### src/rtl/fp_pkg.sv
// Shared types and helpers for the sequential IEEE-754 multiplier: rounding modes,
// FSM states, operand classification, canonical NaN and exponent bias.
package fp_pkg;

    typedef enum logic [2:0] {
        RNE = 3'b000,
        RTZ = 3'b001,
        RDN = 3'b010,
        RUP = 3'b011,
        RMM = 3'b100
    } rnd_mode_e;

    typedef enum logic [1:0] {
        IDLE = 2'd0,
        MUL  = 2'd1,
        RND  = 2'd2,
        DONE = 2'd3
    } fp_mul_state_e;

    typedef struct packed {
        logic zero;
        logic inf;
        logic qnan;
        logic snan;
        logic normal;
    } fp_class_t;

    function automatic int fp_bias(input int exp_w);
        return (1 << (exp_w - 1)) - 1;
    endfunction

    // Positive sign, all-ones exponent, only the fraction MSB set.
    function automatic logic [63:0] canonical_nan(input int exp_w, input int man_w);
        return (((64'd1 << exp_w) - 64'd1) << man_w) | (64'd1 << (man_w - 1));
    endfunction

    // Subnormals classify as zero so the datapath only ever sees a hidden 1.
    function automatic fp_class_t fp_classify(input logic [63:0] exp_f, input logic [63:0] man_f,
                                              input int exp_w, input int man_w);
        fp_class_t c;
        logic      exp_max;
        logic      man_nz;
        logic      msb;
        exp_max  = (exp_f == ((64'd1 << exp_w) - 64'd1));
        man_nz   = |(man_f & ((64'd1 << man_w) - 64'd1));
        msb      = |((man_f >> (man_w - 1)) & 64'd1);
        c.zero   = (exp_f == 64'd0);
        c.inf    = exp_max & ~man_nz;
        c.qnan   = exp_max & man_nz & msb;
        c.snan   = exp_max & man_nz & ~msb;
        c.normal = ~c.zero & ~exp_max;
        return c;
    endfunction

endpackage

### src/rtl/fp_mul_seq_if.sv
// Operand/result handshake bundle between the FP ALU decoder (master) and the
// multiplier (slave).
interface fp_mul_seq_if #(
    parameter int EXP_W = 8,
    parameter int MAN_W = 23
);
    localparam int W = 1 + EXP_W + MAN_W;

    // A transfer happens on a clock edge where valid and ready are both 1; a
    // producer keeps valid and its payload unchanged until that edge.
    logic           in_valid_i;
    logic           in_ready_o;
    logic [W-1:0]   fp_a_i;
    logic [W-1:0]   fp_b_i;
    logic [2:0]     r_mode_i;
    logic           out_valid_o;
    logic           out_ready_i;
    logic [W-1:0]   fp_result_o;
    logic           overflow_o;
    logic           underflow_o;
    logic           invalid_o;

    modport slave (
        input  in_valid_i, fp_a_i, fp_b_i, r_mode_i, out_ready_i,
        output in_ready_o, out_valid_o, fp_result_o, overflow_o, underflow_o, invalid_o
    );

    modport master (
        output in_valid_i, fp_a_i, fp_b_i, r_mode_i, out_ready_i,
        input  in_ready_o, out_valid_o, fp_result_o, overflow_o, underflow_o, invalid_o
    );

endinterface

### src/rtl/fp_mul_round.sv
// Combinational back end of the multiplier: 1-bit normalise, guard/round/sticky
// rounding with carry renormalisation, then overflow saturation and FTZ underflow.
module fp_mul_round
    import fp_pkg::*;
#(
    parameter  int EXP_W = 8,
    parameter  int MAN_W = 23,
    localparam int W     = 1 + EXP_W + MAN_W,
    localparam int PW    = 2 * (MAN_W + 1)
) (
    input  logic                    i_sign,
    input  logic [PW-1:0]           i_prod,
    input  logic signed [EXP_W+1:0] i_exp,
    input  logic [2:0]              i_r_mode,
    output logic [W-1:0]            o_result,
    output logic                    o_overflow,
    output logic                    o_underflow
);
    localparam logic signed [EXP_W+1:0] EXP_MAX = (EXP_W + 2)'((1 << EXP_W) - 1);
    localparam logic signed [EXP_W+1:0] ONE_S   = (EXP_W + 2)'(1);

    rnd_mode_e               w_mode;
    logic [PW-1:0]           w_norm;
    logic signed [EXP_W+1:0] w_exp;
    logic signed [EXP_W+1:0] w_exp_r;
    logic [MAN_W:0]          w_man;
    logic [MAN_W+1:0]        w_man_r;
    logic [MAN_W-1:0]        w_frac;
    logic                    w_guard;
    logic                    w_rnd;
    logic                    w_sticky;
    logic                    w_inc;
    logic                    w_carry;
    logic                    w_to_inf;

    always_comb begin
        w_mode   = rnd_mode_e'(i_r_mode);
        // Product of two [1,2) mantissas lies in [1,4): at most one right shift.
        w_norm   = i_prod[PW-1] ? i_prod : (i_prod << 1);
        w_exp    = i_exp + (i_prod[PW-1] ? ONE_S : '0);
        w_man    = w_norm[PW-1 -: MAN_W+1];
        w_guard  = w_norm[MAN_W];
        w_rnd    = w_norm[MAN_W-1];
        w_sticky = |w_norm[MAN_W-2:0];

        case (w_mode)
            RTZ:     w_inc = 1'b0;
            RDN:     w_inc = i_sign & (w_guard | w_rnd | w_sticky);
            RUP:     w_inc = ~i_sign & (w_guard | w_rnd | w_sticky);
            RMM:     w_inc = w_guard;
            default: w_inc = w_guard & (w_rnd | w_sticky | w_man[0]);
        endcase

        w_man_r = {1'b0, w_man} + {{(MAN_W + 1){1'b0}}, w_inc};
        w_carry = w_man_r[MAN_W+1];
        w_frac  = w_carry ? w_man_r[MAN_W:1] : w_man_r[MAN_W-1:0];
        w_exp_r = w_exp + (w_carry ? ONE_S : '0);

        case (w_mode)
            RTZ:     w_to_inf = 1'b0;
            RDN:     w_to_inf = i_sign;
            RUP:     w_to_inf = ~i_sign;
            default: w_to_inf = 1'b1;
        endcase

        o_overflow  = 1'b0;
        o_underflow = 1'b0;
        if (w_exp < ONE_S) begin
            o_underflow = 1'b1;
            o_result    = {i_sign, {(W - 1){1'b0}}};
        end else if (w_exp_r >= EXP_MAX) begin
            o_overflow = 1'b1;
            o_result   = w_to_inf ? {i_sign, {EXP_W{1'b1}}, {MAN_W{1'b0}}}
                                  : {i_sign, {(EXP_W - 1){1'b1}}, 1'b0, {MAN_W{1'b1}}};
        end else begin
            o_result = {i_sign, w_exp_r[EXP_W-1:0], w_frac};
        end
    end

endmodule

### src/rtl/fp_mul_seq.sv
// Multi-cycle IEEE-754 multiplier with an iterative shift-add mantissa core.
// Define FP_MUL_RADIX4_EN to retire two multiplier bits per MUL cycle.
module fp_mul_seq
    import fp_pkg::*;
#(
    parameter int EXP_W = 8,
    parameter int MAN_W = 23
) (
    input  logic          clk_i,
    input  logic          rst_i,
    fp_mul_seq_if.slave   bus,
    output fp_mul_state_e dbg_state_o
);
    localparam int W    = 1 + EXP_W + MAN_W;
    localparam int MW   = MAN_W + 1;
    localparam int PW   = 2 * MW;
`ifdef FP_MUL_RADIX4_EN
    localparam int STEP = 2;
`else
    localparam int STEP = 1;
`endif
    localparam int ITER = (MW + STEP - 1) / STEP;
    localparam int MPW  = ITER * STEP;
    localparam int CW   = $clog2(ITER + 1);
    localparam logic signed [EXP_W+1:0] BIAS_S = (EXP_W + 2)'(fp_bias(EXP_W));
    localparam logic [63:0]  NAN64 = canonical_nan(EXP_W, MAN_W);
    localparam logic [W-1:0] NAN_W = NAN64[W-1:0];

    fp_mul_state_e           r_state;
    fp_mul_state_e           w_next;
    logic [PW-1:0]           r_acc;
    logic [PW-1:0]           r_mcand;
    logic [MPW-1:0]          r_mplier;
    logic [CW-1:0]           r_cnt;
    logic [EXP_W-1:0]        r_ea;
    logic [EXP_W-1:0]        r_eb;
    logic signed [EXP_W+1:0] r_exp;
    logic                    r_sign;
    logic [2:0]              r_mode;
    logic [W-1:0]            r_result;
    logic                    r_ovf;
    logic                    r_udf;
    logic                    r_inv;

    logic [EXP_W-1:0]        w_a_exp, w_b_exp;
    logic [MAN_W-1:0]        w_a_man, w_b_man;
    fp_class_t               w_ca, w_cb;
    logic                    w_sign, w_special, w_spec_inv;
    logic [W-1:0]            w_spec_res;
    logic [PW-1:0]           w_pp;
    logic signed [EXP_W+1:0] w_exp_sum;
    logic [W-1:0]            w_rnd_res;
    logic                    w_rnd_ovf, w_rnd_udf;

    always_comb begin
        w_a_exp   = bus.fp_a_i[W-2 -: EXP_W];
        w_b_exp   = bus.fp_b_i[W-2 -: EXP_W];
        w_a_man   = bus.fp_a_i[MAN_W-1:0];
        w_b_man   = bus.fp_b_i[MAN_W-1:0];
        w_ca      = fp_classify(64'(w_a_exp), 64'(w_a_man), EXP_W, MAN_W);
        w_cb      = fp_classify(64'(w_b_exp), 64'(w_b_man), EXP_W, MAN_W);
        w_sign    = bus.fp_a_i[W-1] ^ bus.fp_b_i[W-1];
        w_special = ~(w_ca.normal & w_cb.normal);
        // NaN and Inf*0 take priority over Inf, which takes priority over zero.
        w_spec_inv = 1'b0;
        if (w_ca.qnan | w_ca.snan | w_cb.qnan | w_cb.snan) begin
            w_spec_res = NAN_W;
            w_spec_inv = w_ca.snan | w_cb.snan;
        end else if ((w_ca.inf & w_cb.zero) | (w_ca.zero & w_cb.inf)) begin
            w_spec_res = NAN_W;
            w_spec_inv = 1'b1;
        end else if (w_ca.inf | w_cb.inf) begin
            w_spec_res = {w_sign, {EXP_W{1'b1}}, {MAN_W{1'b0}}};
        end else begin
            w_spec_res = {w_sign, {(W - 1){1'b0}}};
        end
    end

`ifdef FP_MUL_RADIX4_EN
    assign w_pp = (r_mplier[0] ? r_mcand : '0) + (r_mplier[1] ? (r_mcand << 1) : '0);
`else
    assign w_pp = r_mplier[0] ? r_mcand : '0;
`endif
    assign w_exp_sum = $signed({2'b00, r_ea}) + $signed({2'b00, r_eb}) - BIAS_S;

    always_ff @(posedge clk_i) begin
        if (rst_i) r_state <= IDLE;
        else       r_state <= w_next;
    end

    always_comb begin
        w_next = r_state;
        case (r_state)
            IDLE:    if (bus.in_valid_i) w_next = w_special ? DONE : MUL;
            MUL:     if (r_cnt == CW'(ITER - 1)) w_next = RND;
            RND:     w_next = DONE;
            DONE:    if (bus.out_ready_i) w_next = IDLE;
            default: w_next = IDLE;
        endcase
    end

    always_comb begin
        bus.in_ready_o  = (r_state == IDLE);
        bus.out_valid_o = (r_state == DONE);
        bus.fp_result_o = r_result;
        bus.overflow_o  = r_ovf;
        bus.underflow_o = r_udf;
        bus.invalid_o   = r_inv;
        dbg_state_o     = r_state;
    end

    always_ff @(posedge clk_i) begin
        if (rst_i) begin
            r_acc    <= '0;
            r_mcand  <= '0;
            r_mplier <= '0;
            r_cnt    <= '0;
            r_ea     <= '0;
            r_eb     <= '0;
            r_exp    <= '0;
            r_sign   <= 1'b0;
            r_mode   <= 3'b000;
            r_result <= '0;
            r_ovf    <= 1'b0;
            r_udf    <= 1'b0;
            r_inv    <= 1'b0;
        end else begin
            case (r_state)
                IDLE: if (bus.in_valid_i) begin
                    r_sign   <= w_sign;
                    r_mode   <= bus.r_mode_i;
                    r_ea     <= w_a_exp;
                    r_eb     <= w_b_exp;
                    r_mcand  <= PW'({1'b1, w_a_man});
                    r_mplier <= MPW'({1'b1, w_b_man});
                    r_acc    <= '0;
                    r_cnt    <= '0;
                    if (w_special) begin
                        r_result <= w_spec_res;
                        r_ovf    <= 1'b0;
                        r_udf    <= 1'b0;
                        r_inv    <= w_spec_inv;
                    end
                end
                MUL: begin
                    if (r_cnt == '0) r_exp <= w_exp_sum;
                    r_acc    <= r_acc + w_pp;
                    r_mcand  <= r_mcand << STEP;
                    r_mplier <= r_mplier >> STEP;
                    r_cnt    <= r_cnt + 1'b1;
                end
                RND: begin
                    r_result <= w_rnd_res;
                    r_ovf    <= w_rnd_ovf;
                    r_udf    <= w_rnd_udf;
                    r_inv    <= 1'b0;
                end
                default: ;
            endcase
        end
    end

    fp_mul_round #(.EXP_W(EXP_W), .MAN_W(MAN_W)) u_round (
        .i_sign      (r_sign),
        .i_prod      (r_acc),
        .i_exp       (r_exp),
        .i_r_mode    (r_mode),
        .o_result    (w_rnd_res),
        .o_overflow  (w_rnd_ovf),
        .o_underflow (w_rnd_udf)
    );

endmodule

### src/flat_wrapper.sv
// flat-port wrapper written by rule: the top's interface ports become plain ports
module fp_mul_seq_flat import fp_pkg::*;
#(
    parameter int EXP_W = 8,
    parameter int MAN_W = 23
)
  (clk_i, rst_i, dbg_state_o, bus_in_valid_i, bus_fp_a_i, bus_fp_b_i, bus_r_mode_i, bus_out_ready_i, bus_in_ready_o, bus_out_valid_o, bus_fp_result_o, bus_overflow_o, bus_underflow_o, bus_invalid_o);
  fp_mul_seq_if #(.EXP_W(EXP_W), .MAN_W(MAN_W)) bus_i ();
  input  logic clk_i;
  input  logic rst_i;
  output fp_mul_state_e dbg_state_o;
  input wire logic [$bits(bus_i.in_valid_i)-1:0] bus_in_valid_i;
  input wire logic [$bits(bus_i.fp_a_i)-1:0] bus_fp_a_i;
  input wire logic [$bits(bus_i.fp_b_i)-1:0] bus_fp_b_i;
  input wire logic [$bits(bus_i.r_mode_i)-1:0] bus_r_mode_i;
  input wire logic [$bits(bus_i.out_ready_i)-1:0] bus_out_ready_i;
  output wire logic [$bits(bus_i.in_ready_o)-1:0] bus_in_ready_o;
  output wire logic [$bits(bus_i.out_valid_o)-1:0] bus_out_valid_o;
  output wire logic [$bits(bus_i.fp_result_o)-1:0] bus_fp_result_o;
  output wire logic [$bits(bus_i.overflow_o)-1:0] bus_overflow_o;
  output wire logic [$bits(bus_i.underflow_o)-1:0] bus_underflow_o;
  output wire logic [$bits(bus_i.invalid_o)-1:0] bus_invalid_o;
  assign bus_i.in_valid_i = bus_in_valid_i;
  assign bus_i.fp_a_i = bus_fp_a_i;
  assign bus_i.fp_b_i = bus_fp_b_i;
  assign bus_i.r_mode_i = bus_r_mode_i;
  assign bus_i.out_ready_i = bus_out_ready_i;
  assign bus_in_ready_o = bus_i.in_ready_o;
  assign bus_out_valid_o = bus_i.out_valid_o;
  assign bus_fp_result_o = bus_i.fp_result_o;
  assign bus_overflow_o = bus_i.overflow_o;
  assign bus_underflow_o = bus_i.underflow_o;
  assign bus_invalid_o = bus_i.invalid_o;
  fp_mul_seq #(.EXP_W(EXP_W), .MAN_W(MAN_W)) u_core (.clk_i(clk_i), .rst_i(rst_i), .bus(bus_i), .dbg_state_o(dbg_state_o));
endmodule
### config.mk
export PLATFORM = sky130hd
export DESIGN_NAME = fp_mul_seq_flat
export DESIGN_NICKNAME = d
export VERILOG_FILES = /design/src/rtl/fp_pkg.sv /design/src/rtl/fp_mul_seq_if.sv /design/src/rtl/fp_mul_round.sv /design/src/rtl/fp_mul_seq.sv /design/src/flat_wrapper.sv
export SDC_FILE = /design/constraint.sdc
export NUM_CORES = 1
export LEC_CHECK = 0
export CAP_MARGIN = 20
export CORE_UTILIZATION = 55
export DETAILED_ROUTE_END_ITERATION = 10
export GPL_TIMING_DRIVEN = 0
export PLACE_DENSITY_LB_ADDON = 0.15
export SLEW_MARGIN = 20
export SYNTH_ARGS = -nofsm -noshare
export SYNTH_HDL_FRONTEND = slang
export SYNTH_SLANG_ARGS = --single-unit
### constraint.sdc
create_clock -name clk_i -period 6.09 [get_ports clk_i]
set_clock_uncertainty 0.1 [all_clocks]
set_input_delay 1.218 -clock clk_i [delete_from_list [all_inputs] [get_ports clk_i]]
set_output_delay 1.218 -clock clk_i [all_outputs]
set_load 0.01 [all_outputs]
# [After elaboration in Yosys (flattened, before gate mapping)]
# Cells that the tools add are included.
[classes] order_cmp=2 mul=0 add_sub_neg=7 n_bitwise=36 n_mux=41 n_reduce_logical=14 eq_ne=14 div_mod_pow=0 shifts=0
[ops] op="2-to-1 mux 48 bit" n=4
[ops] op="case mux 48 bit (2 select lines)" n=2
[ops] op="2-to-1 mux 32 bit" n=4
[ops] op="2-to-1 mux 31 bit" n=3
[ops] op="case mux 32 bit (2 select lines)" n=1
[ops] op="adder 48 bit" n=1
[ops] op="2-to-1 mux 24 bit" n=2
[ops] op="case mux 24 bit (2 select lines)" n=1
[ops] op="OR reduction 23 bit" n=2
[ops] op="adder 24 x 1 -> 25 bit" n=1
[ops] op="2-to-1 mux 23 bit" n=1
[ops] op="OR reduction 22 bit" n=1
[ops] op="adder 10 x 1 -> 10 bit" n=2
[ops] op="AND 1 bit" n=16
[ops] op="== test 8 bit (second input constant)" n=2
[ops] op="logical NOT 8 bit" n=2
[ops] op="2-to-1 mux 1 bit" n=11
[ops] op="greater-or-equal comparator 10 x 9 -> 1 bit (second input constant)" n=1
[ops] op="< comparator 10 x 2 -> 1 bit (second input constant)" n=1
[ops] op="bitwise OR 1 bit" n=10
[ops] op="case mux 5 bit (2 select lines)" n=1
[ops] op="subtractor 10 x 8 -> 10 bit (second input constant)" n=1
[ops] op="adder 8 x 8 -> 9 bit" n=1
[ops] op="NOT 1 bit" n=9
[ops] op="other kinds (21)" n=34
[word_totals] mem_bits_ro=0 n_memories=0 out_inout_bits=39 mem_bits_rw=0 register_bits=192 latchBits=0 elab_cells=128

# [Logic depth before layout (Yosys ltp)]
# Gate-level depths: netlist of the first run.
[depth] ltp_word=13 depth_mapped=28 ltp_nobuf=23

# [Cells and area by module]
# From an unflattened synthesis of the first run, not the netlist that was laid out.
[unflattened] hier_cells=1591 area_unflattened_um2=12529.5
[by_module_without_submodules] mod="fp_mul_seq" n_inst=1 seq_area_each_um2=3843.7 cells_each=1272 area_per_inst_um2=10497.6
[by_module_without_submodules] mod="fp_mul_round" n_inst=1 seq_area_each_um2=0.0 cells_each=319 area_per_inst_um2=2031.9

# [Worst setup path before layout of the first run]
# OpenSTA, ideal clock, no wires.
[synth_timing] kind="register to register" from="register u_core.r_acc[47]" to="register u_core.r_result[21] (netlist: u_core.bus.fp_result_o[21])" slack_ns=0.662 path_stages_with_launch=28 required_time_ns=5.873 arrival_time_ns=5.211 cell_sequence="dfxtp_1 buf_4 clkbuf_1 clkbuf_1 a211oi_1 nand2_1 o32ai_1 nand2_1 a21oi_1 nor2_1 ha_1 ha_1 and2_1 nand3_1 nor3_2 nand3_1 nor2_1 clkbuf_1 ha_1 nand2_1 a211oi_2 or4b_4 a21oi_2 a21o_4 nor2_4 o21a_4 buf_6 a22o_1"
[synth_between] elab_chain_len=13 word_cells_on_any_way=21
[synth_lines] item="start, declared" line_no="fp_mul_seq.sv:31" rtl="logic [PW-1:0] r_acc;"
[synth_lines] item="start signal, assigned" line_no="fp_mul_seq.sv:147" rtl="r_acc <= r_acc + w_pp;"
[synth_lines] item="2-to-1 mux 48 bit" line_no="fp_mul_round.sv:39" rtl="w_norm = i_prod[PW-1] ? i_prod : (i_prod << 1);"
[synth_lines] item="OR reduction 22 bit" line_no="fp_mul_round.sv:44" rtl="w_sticky = |w_norm[MAN_W-2:0];"
[synth_lines] item="bitwise OR 1 bit (2 in series)" line_no="fp_mul_round.sv:51" rtl="default: w_inc = w_guard & (w_rnd | w_sticky | w_man[0]);"
[synth_lines] item="AND 1 bit" line_no="fp_mul_round.sv:51"
[synth_lines] item="case mux 1 bit (4 select lines)" line_no="fp_mul_round.sv:46" rtl="case (w_mode)"
[synth_lines] item="adder 24 x 1 -> 25 bit" line_no="fp_mul_round.sv:54" rtl="w_man_r = {1'b0, w_man} + {{(MAN_W + 1){1'b0}}, w_inc};"
[synth_lines] item="2-to-1 mux 1 bit" line_no="fp_mul_round.sv:57" rtl="w_exp_r = w_exp + (w_carry ? ONE_S : '0);"
[synth_lines] item="adder 10 x 1 -> 10 bit" line_no="fp_mul_round.sv:57"
[synth_lines] item="greater-or-equal comparator 10 x 9 -> 1 bit" line_no="fp_mul_round.sv:71" rtl="end else if (w_exp_r >= EXP_MAX) begin"
[synth_lines] item="2-to-1 mux 31 bit" line_no="fp_mul_round.sv:71"
[synth_lines] item="2-to-1 mux 31 bit (*)" line_no="fp_mul_round.sv:68" rtl="if (w_exp < ONE_S) begin"
[synth_lines] item="case mux 32 bit (2 select lines) (*)" line_no="fp_mul_seq.sv:128" rtl="case (r_state)"
[synth_lines] item="end signal, assigned" line_no="fp_mul_seq.sv:139" rtl="r_result <= w_spec_res;"
[synth_lines] item="end signal, assigned" line_no="fp_mul_seq.sv:153" rtl="r_result <= w_rnd_res;"
[synth_lines] item="end, declared" line_no="fp_mul_seq.sv:40" rtl="logic [W-1:0] r_result;"
# Mark *: on every way between the ends. The rest lies on a longest branch, timed or not.
# A chain may end at the register's enable or synchronous reset.

# [Worst setup path after layout of the first run]
# Same ends and word-level chain as after synthesis.

==> results.md, run 1 <==
- Outcome: finished clean
- DR WL/cell: 17.4 um
- CP Launch Type: register
- Total power: 4.86 mW
- Fin util: 66.0%
- Die extent in x: 152 um
- Core Area: 0.0219 sq mm
- Reg2Reg Depth: 24
- Vias in the first global route: 11.0k
- Critical path class: register to register
- Clock latency on the worst-skew pair: 440 ps
- Ys Warns: 0
- Synth top area share: 31.1%
- Max H-tree Level: 4
- Global-route wire length before repair: 55.4 mm
- Pleak: 5.51 nW
- Max clock buf depth: 2
- Post-Syn Area: 0.0124 sq mm
- Post-synth EDFFs: 0
- Register area share after synthesis: 31.1%
- DP Area: 0.0138 sq mm
- Hold WC Path Type: register to register
- First-pass iteration count of the detailed router: 5
- Ys flop type: dfxtp_1
- Pwr per Cell Area: 336 mW/mm^2
- Largest fanout on the critical path: 19
- Post-DP HPWL: 26.6 mm
- Complex-gate fraction of the synthesized area: 25.3%
- RSZ-0062 raised after global routing: false
- Routed WL: 34.1 mm
- Root buffer cell: clkbuf_16
- Height of the die: 152 um
- Fmax: 176 MHz
- Area leader, netlist: dfxtp_1
- Final Hold Fails: 0
- CP max-delay cell: buf_1
- Xor-xnor portion of the synthesized cell area: 5.39%
- Die area: 0.0231 sq mm
- Hold Slack: 365 ps
- Dpl cells: 1,930
- Final setup viols: 0
- RD Place Congestion: 0.931
- Layout cells sized above 1: 5.17%
- Synth Instances: 1,541
- Required @ worst endpoint: 6320 ps
- Top post-synthesis cells by area: dfxtp_1 (31%), ha_1 (6.9%), nor2_1 (5.0%)
- CTS Sinks: 192
- Min-Delay Path Depth: 2
- Slew @ Worst Pin: 859 ps
- Post-Syn Nets: 1,682
- Most common cell on crit path: ha_1
- Setup WS post-layout: 406 ps
- I/O Buffers: 108
- Synth Area in Simple Gates: 21.5%
- TritonCTS clock tree: built
- Final Max Tran Viols: 0
- # rows: 54
- Worst VDD drop: 229 uV
- Syn_area_per_cell: 8.02 sq um
- Worst EP arrival: 5920 ps
- Vias: 11.9k
- Crit end category: register
- Largest family of logic cells by synthesized area: compound AO/OA/AOI/OAI gates
- Global-route usage over all layers: 29.1%
- Post-route DRC: 0
- Critical path cell sequence: buf_4 -> buf_1 -> mux2_2 -> a21oi_1 -> nor2_1 -> ha_1 -> ha_1 -> and2_1 -> nand3_2 -> nor3_4 -> nand3_1 -> nor2_2 -> buf_2 -> ha_1 -> ha_1 -> xnor2_1 -> xnor2_1 -> nand3_1 -> nor4_1 -> and3_4 -> nor2_4 -> o21a_4 -> buf_6 -> a22o_1
- Critical path's largest stage delay: 460 ps
- Largest net degree at the start of global routing: 21
- Final std cells w/o fill: 1,963
- Vias/cell: 6.07
- Number of synthesized register bits: 192
- Total congestion overflow: 0
- Post-synthesis mux area share: 5.32%
- Fillers: 1,926
- I/O pin cnt: 110
- Most common cell in the synthesized netlist: dfxtp_1
- Max_slew headroom: 42.0%
- Pre-CTS WS: -819 ps
- Unique cell type count in the Yosys netlist: 80
- Starting Density: 56.4%
- Commonest cells in the netlist: dfxtp_1 (192), nor2_1 (166), nand2_1 (151)
- Tmin final: 5680 ps
- Initial antenna violation count: 0
- CTS clk-pin slew, worst paths: 80 ps
- Total negative slack: 0 ps
- Adder-Cell Fraction of Synth Area: 7.21%
- Layout area overhead: 16.9%
- Antenna Cells: 0
- Cts bufs inserted: 17
- Cell area after layout: 0.0144 sq mm
- Final ANT Viol Nets: 0
- Max-cap check violation count: 0
- Asr flop ratio synth: 0%
- Starting DRT DRC Count: 786
- Crit share post-route: 93.3%
- Nets: 1,811
- # hold bufs at CTS: 0
==> cells by family after synthesis <==
family                   after synthesis
AND/OR/NAND/NOR                      548
AO/OA/AOI/OAI                        462
flip-flops                           192
buffers and inverters                128
XOR/XNOR                              76
adder cells (fa/ha/maj)               70
multiplexers                          65
==> path summary, 6_finish.rpt <==
check,startpoint,endpoint,slack [ps]
setup reg to reg,u_core.r_acc[47],u_core.bus.fp_result_o[21],410
setup / recovery,u_core.r_acc[47],u_core.bus.fp_result_o[21],410
hold / removal,u_core.r_eb[7],u_core.r_eb[7],370
hold reg to reg,u_core.r_eb[7],u_core.r_eb[7],370
==> repair_timing <==
item                       in CTS  in global routing
gates resized for setup         4                  6
buffers inserted                0                  2
pin swaps                       0                  1
setup endpoints to repair      32                 32
hold endpoints to repair        0                  0
==> routing by layer <==
metal  wire (um)  GRT usage [%]
met4         607           8.05
met1       15800           38.2
met3        1620           4.34
met2       16100           49.5
met5           0              0
==> worst max-delay path, delay by kind of cell (launching register included) <==
| kind | cells | cell delay [ps] |
|---|---|---|
| XOR/XNOR | 2 | 330 |
| AO/OA/AOI/OAI | 3 | 510 |
| flip-flops | 1 | 450 |
| multiplexers | 1 | 270 |
| AND/OR/NAND/NOR | 10 | 1850 |
| adder cells (fa/ha/maj) | 4 | 900 |
| buffers and inverters | 4 | 1140 |
==> power by group <==
part           internal (mW)  leakage, nW  switching [mW]
registers               1.50         1.56           0.199
clock network          0.595        0.294           0.575
logic                  0.747         3.65            1.24
total                   2.85         5.51            2.01
==> registers in the layout (all words and copies together) (netlist names) <==
| register | cells |
|---|---|
| u_core.bus.fp_result_o | 32 |
| u_core.bus.invalid_o | 1 |
| u_core.bus.overflow_o | 1 |
| u_core.bus.underflow_o | 1 |
| u_core.dbg_state_o | 2 |
| u_core.r_acc | 48 |
| u_core.r_cnt | 5 |
| u_core.r_ea | 8 |
| u_core.r_eb | 8 |
| u_core.r_exp | 10 |
| u_core.r_mcand | 48 |
| u_core.r_mode | 3 |
| u_core.r_mplier | 24 |
| u_core.r_sign | 1 |
==> cells in the final DEF (no fill, tap or decap), drive strengths merged, types with 9 or more instances in the layout <==
cell type and n:
dfxtp 192, nor2 168, nand2 151, clkdlybuf4s50 108, a21oi 108, clkbuf 90
o21ai 81, ha 68, a211oi 65, and2 61, mux2i 60, a22oi 50
xnor2 46, inv 42, xor2 30, nor4 29, nand3 26, buf 25
a22o 24, nand4 22, a21o 21, nor3 21, nor2b 17, o21bai 15
nand2b 12, o211ai 12, a31oi 10, o31ai 9, and3 9, o21a 9
==> area by class of cell <==
class	instances	area, sq um	share of cell area [%]
inverters	32	120	0.832
multi-input cells	1221	8020	55.5
well taps	280	350	2.43
flip-flops and latches	192	3840	26.6
clock buffers	17	425	2.95
repair buffers	111	1100	7.62
clock inverters	15	183	1.26
plain buffers	95	400	2.77
Note: power is estimated with default switching activity, not from simulation.
==> run 2, diff against run 1 <==
Settings changed: ABC_CLOCK_PERIOD_IN_PS set to 6090.
==> results of run 2 <==
Final layout, timing and power as in run 1 (identical DEF).
==> run 3, diff against run 2 <==
Settings changed: CORE_MARGIN set to 1.
==> results of run 3 <==
Final layout, timing and power as in run 1 (identical DEF).
